===== config.mk =====
export PLATFORM = sky130hd
export DESIGN_NAME = tick_sched_flat
export DESIGN_NICKNAME = d
export VERILOG_FILES = /design/src/rtl/tick_sched_if.sv /design/src/rtl/tick_sched.sv /design/src/flat_wrapper.sv
export SDC_FILE = /design/constraint.sdc
export NUM_CORES = 1
export LEC_CHECK = 0
export CORE_UTILIZATION = 60
export CTS_CLUSTER_SIZE = 8
export DETAILED_ROUTE_END_ITERATION = 16
export GPL_ROUTABILITY_DRIVEN = 1
export PLACE_DENSITY = 0.9
export SKIP_CTS_REPAIR_TIMING = 1
export SYNTH_ARGS = -nofsm -noshare
export SYNTH_HDL_FRONTEND = slang
export SYNTH_SLANG_ARGS = --single-unit

===== constraint.sdc =====
create_clock -name clk -period 2.5 [get_ports clk]
set_clock_uncertainty 0.05 [all_clocks]
set_input_delay 0.5 -clock clk [delete_from_list [all_inputs] [get_ports clk]]
set_output_delay 0.5 -clock clk [all_outputs]
set_load 0.01 [all_outputs]

===== src/rtl/tick_sched_if.sv =====
// Configuration port of the tick scheduler: one valid/ready request
// carrying a target channel, a divide value and an enable state.
interface tick_sched_if #(
  parameter int NCH = 4,
  parameter int DW  = 16
);
  localparam int CW = $clog2(NCH);

  logic          cfg_valid;
  logic          cfg_ready;
  logic [CW-1:0] cfg_ch;
  logic [DW-1:0] cfg_div;
  logic          cfg_en;

  modport master (
    output cfg_valid,
    output cfg_ch,
    output cfg_div,
    output cfg_en,
    input  cfg_ready
  );

  modport slave (
    input  cfg_valid,
    input  cfg_ch,
    input  cfg_div,
    input  cfg_en,
    output cfg_ready
  );
endinterface


===== src/rtl/tick_sched.sv =====
// Multi-channel clock-enable scheduler. Each channel runs a programmable
// divider producing a one-cycle tick at terminal count and a square-wave
// toggle. Rate/enable updates go through a single-entry pending buffer and
// land on a running channel only at its terminal count, so a period is
// never cut short.
module tick_sched #(
  parameter int NCH     = 4,
  parameter int DW      = 16,
  parameter int RST_DIV = 8
) (
  input  logic           clk,
  input  logic           rst_n,
  tick_sched_if.slave    cfg,
  output logic [NCH-1:0] tick,
  output logic [NCH-1:0] clk_tgl,
  output logic [NCH-1:0] ch_en
);

  localparam int CW = $clog2(NCH);

  logic [DW-1:0]  div_q [NCH];
  logic [DW-1:0]  cnt_q [NCH];
  logic [NCH-1:0] en_q;
  logic [NCH-1:0] tgl_q;
  logic [NCH-1:0] tick_q;

  logic           pend_q;
  logic [CW-1:0]  pend_ch_q;
  logic [DW-1:0]  pend_div_q;
  logic           pend_en_q;

  logic [NCH-1:0] hit;
  logic [NCH-1:0] apply;
  logic           drop;
  logic           accept;

  assign accept = cfg.cfg_valid && !pend_q;

  // Terminal-count detect and pending-update steering per channel.
  // A disabled target takes the update at once; an enabled one waits for
  // its terminal count. Out-of-range channel selects are simply dropped.
  always_comb begin
    hit   = '0;
    apply = '0;
    for (int i = 0; i < NCH; i++) begin
      hit[i]   = en_q[i] && (cnt_q[i] == div_q[i]);
      apply[i] = pend_q && (pend_ch_q == CW'(i)) && (!en_q[i] || hit[i]);
    end
    drop = pend_q && (int'(pend_ch_q) >= NCH);
  end

  // Per-channel divider state: counter, divide value, enable, tick, toggle.
  always_ff @(posedge clk or negedge rst_n) begin
    if (!rst_n) begin
      for (int i = 0; i < NCH; i++) begin
        cnt_q[i] <= '0;
        div_q[i] <= (i == 0) ? DW'(RST_DIV) : '0;
      end
      en_q   <= NCH'(1);
      tgl_q  <= '0;
      tick_q <= '0;
    end else begin
      for (int i = 0; i < NCH; i++) begin
        tick_q[i] <= hit[i];
        tgl_q[i]  <= tgl_q[i] ^ hit[i];
        if (apply[i]) begin
          div_q[i] <= pend_div_q;
          en_q[i]  <= pend_en_q;
          cnt_q[i] <= '0;
        end else if (hit[i] || !en_q[i]) begin
          cnt_q[i] <= '0;
        end else begin
          cnt_q[i] <= cnt_q[i] + DW'(1);
        end
      end
    end
  end

  // Pending-buffer occupancy; it also drives the ready handshake, so a
  // request can never be accepted on the same edge one is retired.
  always_ff @(posedge clk or negedge rst_n) begin
    if (!rst_n) begin
      pend_q <= 1'b0;
    end else if (accept) begin
      pend_q <= 1'b1;
    end else if ((|apply) || drop) begin
      pend_q <= 1'b0;
    end
  end

  // Pending payload; only meaningful while the buffer is occupied.
  always_ff @(posedge clk) begin
    if (accept) begin
      pend_ch_q  <= cfg.cfg_ch;
      pend_div_q <= cfg.cfg_div;
      pend_en_q  <= cfg.cfg_en;
    end
  end

  assign cfg.cfg_ready = !pend_q;
  assign tick          = tick_q;
  assign clk_tgl       = tgl_q;
  assign ch_en         = en_q;

endmodule


===== src/flat_wrapper.sv =====
// flat-port wrapper written by rule: the top's interface ports become plain ports
module tick_sched_flat 
#(
  parameter int NCH     = 4,
  parameter int DW      = 16,
  parameter int RST_DIV = 8
)
  (clk, rst_n, tick, clk_tgl, ch_en, cfg_cfg_valid, cfg_cfg_ch, cfg_cfg_div, cfg_cfg_en, cfg_cfg_ready);
  tick_sched_if #(.NCH(NCH), .DW(DW)) cfg_i ();
  input  logic clk;
  input  logic rst_n;
  output logic [NCH-1:0] tick;
  output logic [NCH-1:0] clk_tgl;
  output logic [NCH-1:0] ch_en;
  input wire logic [$bits(cfg_i.cfg_valid)-1:0] cfg_cfg_valid;
  input wire logic [$bits(cfg_i.cfg_ch)-1:0] cfg_cfg_ch;
  input wire logic [$bits(cfg_i.cfg_div)-1:0] cfg_cfg_div;
  input wire logic [$bits(cfg_i.cfg_en)-1:0] cfg_cfg_en;
  output wire logic [$bits(cfg_i.cfg_ready)-1:0] cfg_cfg_ready;
  assign cfg_i.cfg_valid = cfg_cfg_valid;
  assign cfg_i.cfg_ch = cfg_cfg_ch;
  assign cfg_i.cfg_div = cfg_cfg_div;
  assign cfg_i.cfg_en = cfg_cfg_en;
  assign cfg_cfg_ready = cfg_i.cfg_ready;
  tick_sched #(.NCH(NCH), .DW(DW), .RST_DIV(RST_DIV)) u_core (.clk(clk), .rst_n(rst_n), .cfg(cfg_i), .tick(tick), .clk_tgl(clk_tgl), .ch_en(ch_en));
endmodule

Word-level counts from Yosys, hierarchy flattened
Cells that the tools add are included.
Widths: inputs -> output; s select.
{"block": "classes", "muxes": 10, "n_eq_ne": 7, "bitwise": 4, "addsub": 4, "n_reduce_logical": 25}
{"op": "$mux 16", "n": 8}
{"op": "$add 16x1->16 const B", "n": 4}
{"op": "$eq 16x16->1", "n": 4}
{"op": "$logic_and 1x1->1", "n": 13}
{"op": "$logic_not 1->1", "n": 5}
{"op": "$eq 2x2->1 const B", "n": 2}
{"op": "$logic_or 1x1->1", "n": 4}
{"op": "$reduce_or 4->1", "n": 1}
{"op": "$xor 1x1->1", "n": 4}
{"op": "$eq 2x1->1 const B", "n": 1}
{"op": "$logic_not 2->1", "n": 1}
{"op": "$mux 1", "n": 2}
{"op": "$reduce_bool 2->1", "n": 1}
{"block": "word_totals", "regBits": 160, "elab_cells": 68, "output_inout_bits": 13, "inputBits": 22}

Depth between registers and ports, before layout
Gate-level depths: netlist of run 1.
{"block": "depth", "word_depth": 7, "mapped_depth": 7}

Worst setup path after synthesis of run 1
OpenSTA, ideal clock, no wires.
{"block": "synth_path", "path_kind": "register -> register", "startpoint": "register u_core.cnt_q[42] (netlist name)", "endpoint": "register u_core.div_q[39] (netlist name)", "synth_period_minus_slack_ns": 2.212, "path_stages_with_launch": 8, "path_buffers": 2, "slack_ns": 0.288, "arrival_ns": 2.035, "path_cell_list": "dfrtp_1 > xnor2_1 > nand4_1 > o41ai_4 > nor2b_1 > buf_4 > buf_8 > mux2_1"}
{"block": "synth_via", "elab_chain_len": 4}
{"element": "start: declaration", "line_no": "tick_sched.sv:22", "source": "logic [DW-1:0] cnt_q [NCH];"}
{"element": "start signal: indexed assignment", "line_no": "tick_sched.sv:73", "source": "cnt_q[i] <= cnt_q[i] + DW'(1);"}
{"element": "$eq 16x16->1", "line_no": "tick_sched.sv:46", "source": "hit[i] = en_q[i] && (cnt_q[i] == div_q[i]);"}
{"element": "$logic_and 1x1->1", "line_no": "tick_sched.sv:46"}
{"element": "$logic_or 1x1->1", "line_no": "tick_sched.sv:47", "source": "apply[i] = pend_q && (pend_ch_q == CW'(i)) && (!en_q[i] || hit[i]);"}
{"element": "$logic_and 1x1->1", "line_no": "tick_sched.sv:47"}
{"element": "end signal: indexed assignment", "line_no": "tick_sched.sv:57", "source": "div_q[i] <= (i == 0) ? DW'(RST_DIV) : '0;"}
{"element": "end signal: indexed assignment", "line_no": "tick_sched.sv:67", "source": "div_q[i] <= pend_div_q;"}
{"element": "end: declaration", "line_no": "tick_sched.sv:21", "source": "logic [DW-1:0] div_q [NCH];"}
Every way passes these cells.
A chain may end at the register's enable or synchronous reset.

Final worst setup path of run 1
{"block": "layout_path", "startpoint": "register u_core.cnt_q[2] (netlist name)", "endpoint": "register u_core.div_q[3] (netlist name)"}
Same word-level chain as after synthesis.

==> results of run 1 <==
==> cells by family (layout without fill, tap and decap cells) <==
family                     count (synthesis)  in the layout  share of synthesized area, %
AOI/OAI and AO/OA                         26             26                          3.32
xor gates and xnor gates                 116            116                          14.1
adders and majority gates                  4              4                         0.695
buffers and inverters                     24             93                          1.88
DFF                                      160            160                          56.9
muxes                                     64             64                          10.5
and+or+nand+nor                          181            181                          12.6
==> cell type report <==
type,count,share of cell area [%]
tap,143,2.15
clock buffer,19,5.21
inverter,12,0.542
multi-input combinational,391,35.7
clock inverter,13,1.37
timing repair buffer,49,5.65
sequential,160,49.4
==> cell usage in the layout (no fill, tap or decap), types with 2 or more instances in the layout <==
cell,Yosys,routed
nand3_1,18,18
nand2_1,23,23
edfxtp_1,19,19
nor3_1,8,8
mux2_1,22,22
clkbuf_16,0,17
clkdlybuf4s50_1,0,33
and4_1,6,6
clkinv_2,0,2
nand4_1,27,27
xnor2_1,80,80
nor2_1,66,66
ha_1,4,4
clkinvlp_4,0,3
clkbuf_1,5,2
and2_1,7,7
inv_6,0,2
dfrtp_1,139,139
xor2_1,36,36
buf_4,3,13
o21ai_0,8,8
a21oi_1,8,8
or3_1,8,8
mux2_2,33,33
o41ai_4,4,4
nor2b_1,3,3
clkinv_1,0,2
dfstp_2,2,2
nor4b_1,3,3
a22oi_1,3,3
mux2_4,9,9
clkinv_4,0,3
inv_1,12,12
and3_1,8,8
==> sequential cells by signal (all words and copies together), names as in the netlist <==
| name | cells |
|---|---|
| u_core.cnt_q | 64 |
| u_core.clk_tgl | 4 |
| u_core.pend_q | 1 |
| u_core.pend_en_q | 1 |
| u_core.pend_div_q | 16 |
| u_core.div_q | 64 |
| u_core.tick | 4 |
| u_core.pend_ch_q | 2 |
| u_core.ch_en | 4 |
==> per-layer routing <==
| metal | vias to the layer above | global-route usage, % | routed length, um | part of all wire (%) |
|---|---|---|---|---|
| met4 | 0 | 11.1 | 445 | 2.9 |
| met2 | 158 | 44.1 | 7660 | 51 |
| met3 | 33 | 7.02 | 835 | 5.5 |
| li1 | 2094 | - | - | - |
| met1 | 2375 | 34.0 | 6190 | 41 |
| met5 | - | 0 | 0 | 0 |
==> through the flow <==
stage / setup slack [ns] / hold WS (ns) / std cells
2_1_floorplan: 0.288 / 0.154 / 575
3_3_place_gp: 0.383 / 0.405 / 754
3_5_place_dp: 0.197 / 0.407 / 754
4_1_cts: 0.175 / -0.0202 / 786
5_1_grt: 0.0612 / 0.427 / 787
6_report: 0.187 / 0.413 / 787
==> where the power goes <==
group | internal [mW] | switching (mW) | total [mW]
sequential | 3.45 | 0.811 | 4.26
clock | 1.37 | 1.05 | 2.42
combinational | 1.32 | 1.15 | 2.47
==> worst register-to-register path: cells and delay by family, from the launching register on <==
family / cells / cell delay, ns
AO/OA/AOI/OAI: 1 / 0.42
XOR/XNOR: 1 / 0.21
buffers and inverters: 1 / 0.25
flip-flops: 1 / 0.44
multiplexers: 1 / 0.37
AND/OR/NAND/NOR: 2 / 0.45
==> how the worst max path moves through the flow <==
stage | startpoint | end | slack (ns) | cells after the start
global route | u_core.cnt_q[2]$_DFF_PN0_ | u_core.div_q[2]$_DFFE_PN0P_ | 0.06 | 6
finish | u_core.cnt_q[2]$_DFF_PN0_ | u_core.div_q[3]$_DFFE_PN0P_ | 0.19 | 6
floorplan | u_core.cnt_q[42]$_DFF_PN0_ | u_core.div_q[39]$_DFFE_PN0P_ | 0.29 | 7
global placement | u_core.cnt_q[4]$_DFF_PN0_ | u_core.div_q[2]$_DFFE_PN0P_ | 0.38 | 6
CTS | u_core.cnt_q[2]$_DFF_PN0_ | u_core.div_q[3]$_DFFE_PN0P_ | 0.18 | 6
detailed placement | u_core.cnt_q[2]$_DFF_PN0_ | u_core.div_q[3]$_DFFE_PN0P_ | 0.20 | 6
==> results by group, run 1 <==
Critical path
  • Crit. End Element: register
  • Crit Path Class: reg2reg
  • Crit-path leading delay family: simple AND/OR/NAND/NOR gates
  • Critical Path Source Type: register
  • Critical path cell sequence: xnor2_1, nand4_1, o41ai_4, nor2b_1, buf_4, mux2_2
  • Buf/Inv on CP: 1
  • Slowest cell delay on critical path: around 0.44 ns
  • Reg-to-Reg Start: u_core.cnt_q[2]$_DFF_PN0_
  • Crit-path slowest cell: dfrtp_1
  • R2r setup slk: 0.19 ns
  • Reg-to-Reg End: u_core.div_q[3]$_DFFE_PN0P_
  • Crit-path max FO: 15
  • Req. time, crit path: between 2 and 3 ns
  • R2R cell count: 6
  • CP arrival: 2.57 ns

Yosys
  • Avg Cell Area, Syn: 12.5 um^2
  • Post-synth top area share: 48.3%
  • Synthesized flop and latch total: 160
  • Cells after Synth: 575
  • Largest cells by area after synthesis: dfrtp_1, xnor2_1, edfxtp_1
  • Yosys cell types: 36
  • Synthesized area: slightly above 7000 um^2
  • Sequential share of the synthesized area: 56.9%
  • Asr flop ratio synth: about nine tenths
  • Most frequent cell after synthesis: dfrtp_1
  • Leading register cell type out of synthesis: dfrtp_1
  • Post-synth top cells: dfrtp_1, xnor2_1, nor2_1
  • Post-synth EDFFs: 19
  • Synth Warn #: 0
  • Syn nets: 601
  • Largest area contributor in the netlist: dfrtp_1

STA
  • Final hold violation count: 0
  • FMAX: 432 MHz
  • Period utilization: 92.5%
  • Final setup fails: 0
  • Least-Margin Pin Slew: around 0.68 ns
  • Tmin final: 2.31 ns
  • Slew headroom: 54.2%
  • RSZ-0062 raised after global routing: false
  • Slew Viols, Final: 0
  • Setup TNS: 0 ns

Layout
  • Area of the multi-input gates: 2970 um^2
  • Final Cell Area: 8310 um^2
  • Register area: 4100 um^2
  • Nets: 657
  • Antenna diodes: 0
  • # fillers: 723
  • Synth-to-layout area growth: 15.3%
  • Final Util: approximately 72%
  • Layout cells sized above 1: 14.3%

Placed design
  • Routability cong.: roughly 0.8
  • Placement Cell Area: 7750 um^2
  • Hpwl dp: 10500 um
  • Buffers added on ports: 34

Routing
  • Wire per inst: 19.2 um
  • Routed WL: 15100 um
  • ANT nets after route: 0
  • DR iter-0 viols: ~330
  • Drc violations: 2
  • Drt first pass iters: 11
  • Via count: approximately 4700
  • Average vias per placed instance: 5.92

Power
  • Peak supply drop: 854 uV
  • P_leak: 3.62 nW
  • Total Power: 9.15 mW
  • Power Density: 1100 nW/um^2

Hold path
  • Hold Crit Class: reg2reg
  • End of the worst hold path: u_core.clk_tgl[0]$_DFF_PN0_
  • WHS Path Cells: 1
  • Hold wc startpoint: u_core.clk_tgl[0]$_DFF_PN0_

Global routing
  • All-Layer GR Usage: 26.8%
  • Initial antenna violation count: 0
  • First-pass GRT wire length: 25400 um
  • Vias in the first global route: 4988
  • Largest net degree at the start of global routing: 53
  • Overflow after GRT: 0

Clock network
  • CTS tree: done
  • Reg clk slew, reported paths: 0.06 ns
  • CTS sink cnt: 160
  • Clk Tree Root Cell: clkbuf_16
  • Max Buffers Root-to-Sink: 2
  • Htree depth: 4
  • Clock latency on the worst-skew pair: 0.43 ns
  • CTS buffer count: 17

Die
  • Initial Util: just over 60%
  • Die area: 12400 um^2
  • Die Height: 112 um
  • CORE AREA: roughly 12000 um^2
  • Die X: 112 um
  • Rows: 39
  • Io pins: 35

Run status
  • Outcome: finished with violations
  • Failing checks: design-rule violations

Flow run
  • Max Cap Viol: 0
(Power assumes the default switching activity.)
==> run 2, diff against run 1 <==
--- a/config.mk
+++ b/config.mk
@@ -5,12 +5,14 @@
 export SDC_FILE = /design/constraint.sdc
 export NUM_CORES = 1
 export LEC_CHECK = 0
+export ABC_CLOCK_PERIOD_IN_PS = 2500
 export CORE_UTILIZATION = 60
 export CTS_CLUSTER_SIZE = 8
 export DETAILED_ROUTE_END_ITERATION = 16
 export GPL_ROUTABILITY_DRIVEN = 1
 export PLACE_DENSITY = 0.9
 export SKIP_CTS_REPAIR_TIMING = 1
+export SLEW_MARGIN = 20
 export SYNTH_ARGS = -nofsm -noshare
 export SYNTH_HDL_FRONTEND = slang
 export SYNTH_SLANG_ARGS = --single-unit
==> results of run 2 <==
The final DEF is identical to that of run 1; final timing and power are the same.
==> run 3, diff against run 2 <==
--- a/config.mk
+++ b/config.mk
@@ -6,6 +6,7 @@
 export NUM_CORES = 1
 export LEC_CHECK = 0
 export ABC_CLOCK_PERIOD_IN_PS = 2500
+export CORE_MARGIN = 4
 export CORE_UTILIZATION = 60
 export CTS_CLUSTER_SIZE = 8
 export DETAILED_ROUTE_END_ITERATION = 16
==> run 3 against run 2 <==
Compared with the run above:
- the run ends with negative hold slack left
- via count is 0.69% lower
- sequential cell count stayed put
- total power is 1.8% higher
- non-clock buffer count is 4 lower
- largest cell class unchanged
==> results by group, run 3 (synthesized netlist as in run 1, its figures left out) <==
Global routing
  • Vias in the first global route: 4927 (-1.2%)
  • First-pass GRT wire length: 25000 um (-2.0%)
  • Initial antenna violation count: 0 (unchanged)
  • Largest net degree at the start of global routing: 57 (+7.5%)
  • All-Layer GR Usage: 23.0% (-3.8 points)
  • Overflow after GRT: 0 (unchanged)

STA
  • WHS: -0.0257 ns (-0.439 ns)
  • Post-route setup slack: 0.195 ns (+0.00823 ns)
  • FMAX: 434 MHz (+0.36%)
  • Slew Viols, Final: 0 (unchanged)
  • Setup TNS: 0 ns (unchanged)
  • Least-Margin Pin Slew: 0.677 ns (-0.000313 ns)
  • Final setup fails: 0 (unchanged)
  • Slew headroom: 54.3% (about the same)
  • Final hold violation count: 16 (+16)
  • Tmin final: 2.30 ns (-0.00823 ns)
  • RSZ-0062 raised after global routing: false
  • Period utilization: 92.2% (-0.33 points)

Layout
  • Synth-to-layout area growth: 15.4% (about the same)
  • Antenna diodes: 0 (unchanged)
  • Nets: 653 (-0.61%)
  • Commonest non-fill, non-tap cell in the layout: dfrtp_1
  • Most frequent cells in the layout: dfrtp_1, xnor2_1, nor2_1
  • Leading registers by flop count: u_core.cnt_q x64, u_core.div_q x64, u_core.pend_div_q x16
  • Layout cells sized above 1: 14.1% (-0.22 points)

Critical path
  • R2r setup slk: 0.20 ns (about the same)
  • Crit-path max FO: 17 (+2)
  • Slowest cell delay on critical path: 0.47 ns (+0.03 ns)
  • Crit-path slowest cell: dfrtp_1
  • Crit Path Class: reg2reg
  • Req. time, crit path: 2.75 ns (about the same)
  • Reg-to-Reg Start: u_core.cnt_q[22]$_DFF_PN0_
  • Reg-to-Reg End: u_core.div_q[24]$_DFFE_PN0P_
  • CP arrival: 2.56 ns (about the same)
  • Crit. End Element: register
  • Critical path cell sequence: xnor2_1, nand4_1, o41ai_4, and2b_1, buf_4, mux2_1
  • R2R cell count: 6 (unchanged)
  • Critical Path Source Type: register

Die
  • Initial Util: 62.3% (unchanged)
  • Die X: 118 um (+5.4%)
  • Die Height: 118 um (+5.4%)
  • Io pins: 35 (unchanged)
  • Rows: 39 (unchanged)
  • CORE AREA: 11600 um^2 (unchanged)
  • Die area: 13800 um^2 (+11%)

Placed design
  • Hpwl dp: 10300 um (-2.2%)
  • Worst slack at placement: 0.279 ns (+0.0821 ns)
  • Buffers added on ports: 34 (unchanged)
  • Routability cong.: 0.808 (about the same)

Routing
  • Drc violations: 0 (-2)
  • ANT nets after route: 0 (unchanged)
  • Average vias per placed instance: 5.91 (-0.18%)
  • Via count: 4628 (-0.69%)
  • Drt first pass iters: 5 (-6)
  • DR iter-0 viols: 280 (-15%)
  • Routed WL: 15400 um (+1.8%)
  • Wire per inst: 19.7 um (+2.4%)

Power
  • Power Density: 1120 nW/um^2 (+1.7%)
  • Peak supply drop: 1020 uV (+20%)
  • P_leak: 3.63 nW (+0.14%)
  • Total Power: 9.31 mW (+1.8%)

Run status
  • Failing checks: negative hold slack
  • Outcome: finished with violations

Clock network
  • Reg clk slew, reported paths: 0.06 ns (about the same)
  • Clk Tree Root Cell: clkbuf_16
  • CTS tree: done
  • Htree depth: 4 (unchanged)
  • Clock latency on the worst-skew pair: 0.43 ns (about the same)
  • Max Buffers Root-to-Sink: 2 (unchanged)
  • CTS buffer count: 17 (unchanged)
  • CTS sink cnt: 160 (unchanged)

Flow run
  • Max Cap Viol: 0 (unchanged)

Hold path
  • Hold Crit Class: in2async
run 3: cell types whose count changed in the layout (fill, tap and decap cells not counted):
cell,delta
buf_4,-3
clkbuf_8,+3
clkinv_1,-2
clkinv_4,-2
bufinv_16,+1
clkbuf_1,+1
clkinv_2,+1
clkinvlp_4,-1
dlygate4sd3_1,-1
inv_6,-1
run 3: per-layer routing:
| metal | GRT usage, % | vias up | part of all wire (%) |
|---|---|---|---|
| met5 | 0 | - | 0 |
| met4 | 12.5 | 0 | 3.9 |
| met3 | 5.96 | 53 | 6.3 |
| met2 | 37.4 | 162 | 49 |
| met1 | 28.2 | 2329 | 41 |
| li1 | - | 2084 | - |
run 3: worst max-delay path by stage:
| stage | from | end |
|---|---|---|
| 5_1_grt | u_core.cnt_q[18]$_DFF_PN0_ | u_core.div_q[24]$_DFFE_PN0P_ |
| 6_report | u_core.cnt_q[22]$_DFF_PN0_ | u_core.div_q[24]$_DFFE_PN0P_ |
| 3_3_place_gp | u_core.cnt_q[4]$_DFF_PN0_ | u_core.div_q[0]$_DFFE_PN0P_ |
| 3_5_place_dp | u_core.div_q[1]$_DFFE_PN0P_ | u_core.div_q[13]$_DFFE_PN0P_ |
| 4_1_cts | u_core.cnt_q[22]$_DFF_PN0_ | u_core.div_q[24]$_DFFE_PN0P_ |
| 2_1_floorplan | u_core.cnt_q[42]$_DFF_PN0_ | u_core.div_q[39]$_DFFE_PN0P_ |
run 3: report_power, final:
| part | internal [mW] | switching (mW) | leakage [nW] | total, mW |
|---|---|---|---|---|
| clock | 1.55 | 1.01 | 0.284 | 2.56 |
| sequential | 3.45 | 0.827 | 1.98 | 4.27 |
| combinational | 1.32 | 1.16 | 1.36 | 2.48 |
| total | 6.31 | 3.00 | 3.63 | 9.31 |
run 3: layout make-up:
cell class              instances  area [um^2]
multi-input cells             391         2970
repair buffers                 45          437
well taps                     143          179
flip-flops and latches        160         4100
clock inverters                 9          108
clock buffers                  23          478
inverters                      12         45.0
fillers                       715         3250
run 3: per-stage QoR:
stage / cell area, um^2 / util, % / hold WS (ns) / std cells
after global routing: 8310 / 71.9 / 0.0210 / 783
after global placement: 7730 / 66.8 / 0.404 / 751
after CTS: 8310 / 71.9 / -0.00711 / 783
final: 8310 / 71.9 / -0.0257 / 783
after floorplan: 7200 / - / 0.154 / 575
after detailed placement: 7730 / 66.8 / 0.408 / 751
run 3: worst max-delay path, delay by kind of cell, from the launching register on:
family	cells	cell delay, ns
mux	1	0.38
xor+xnor	1	0.22
flops	1	0.47
buf+inv	1	0.25
compound gates	1	0.40
simple gates	2	0.41
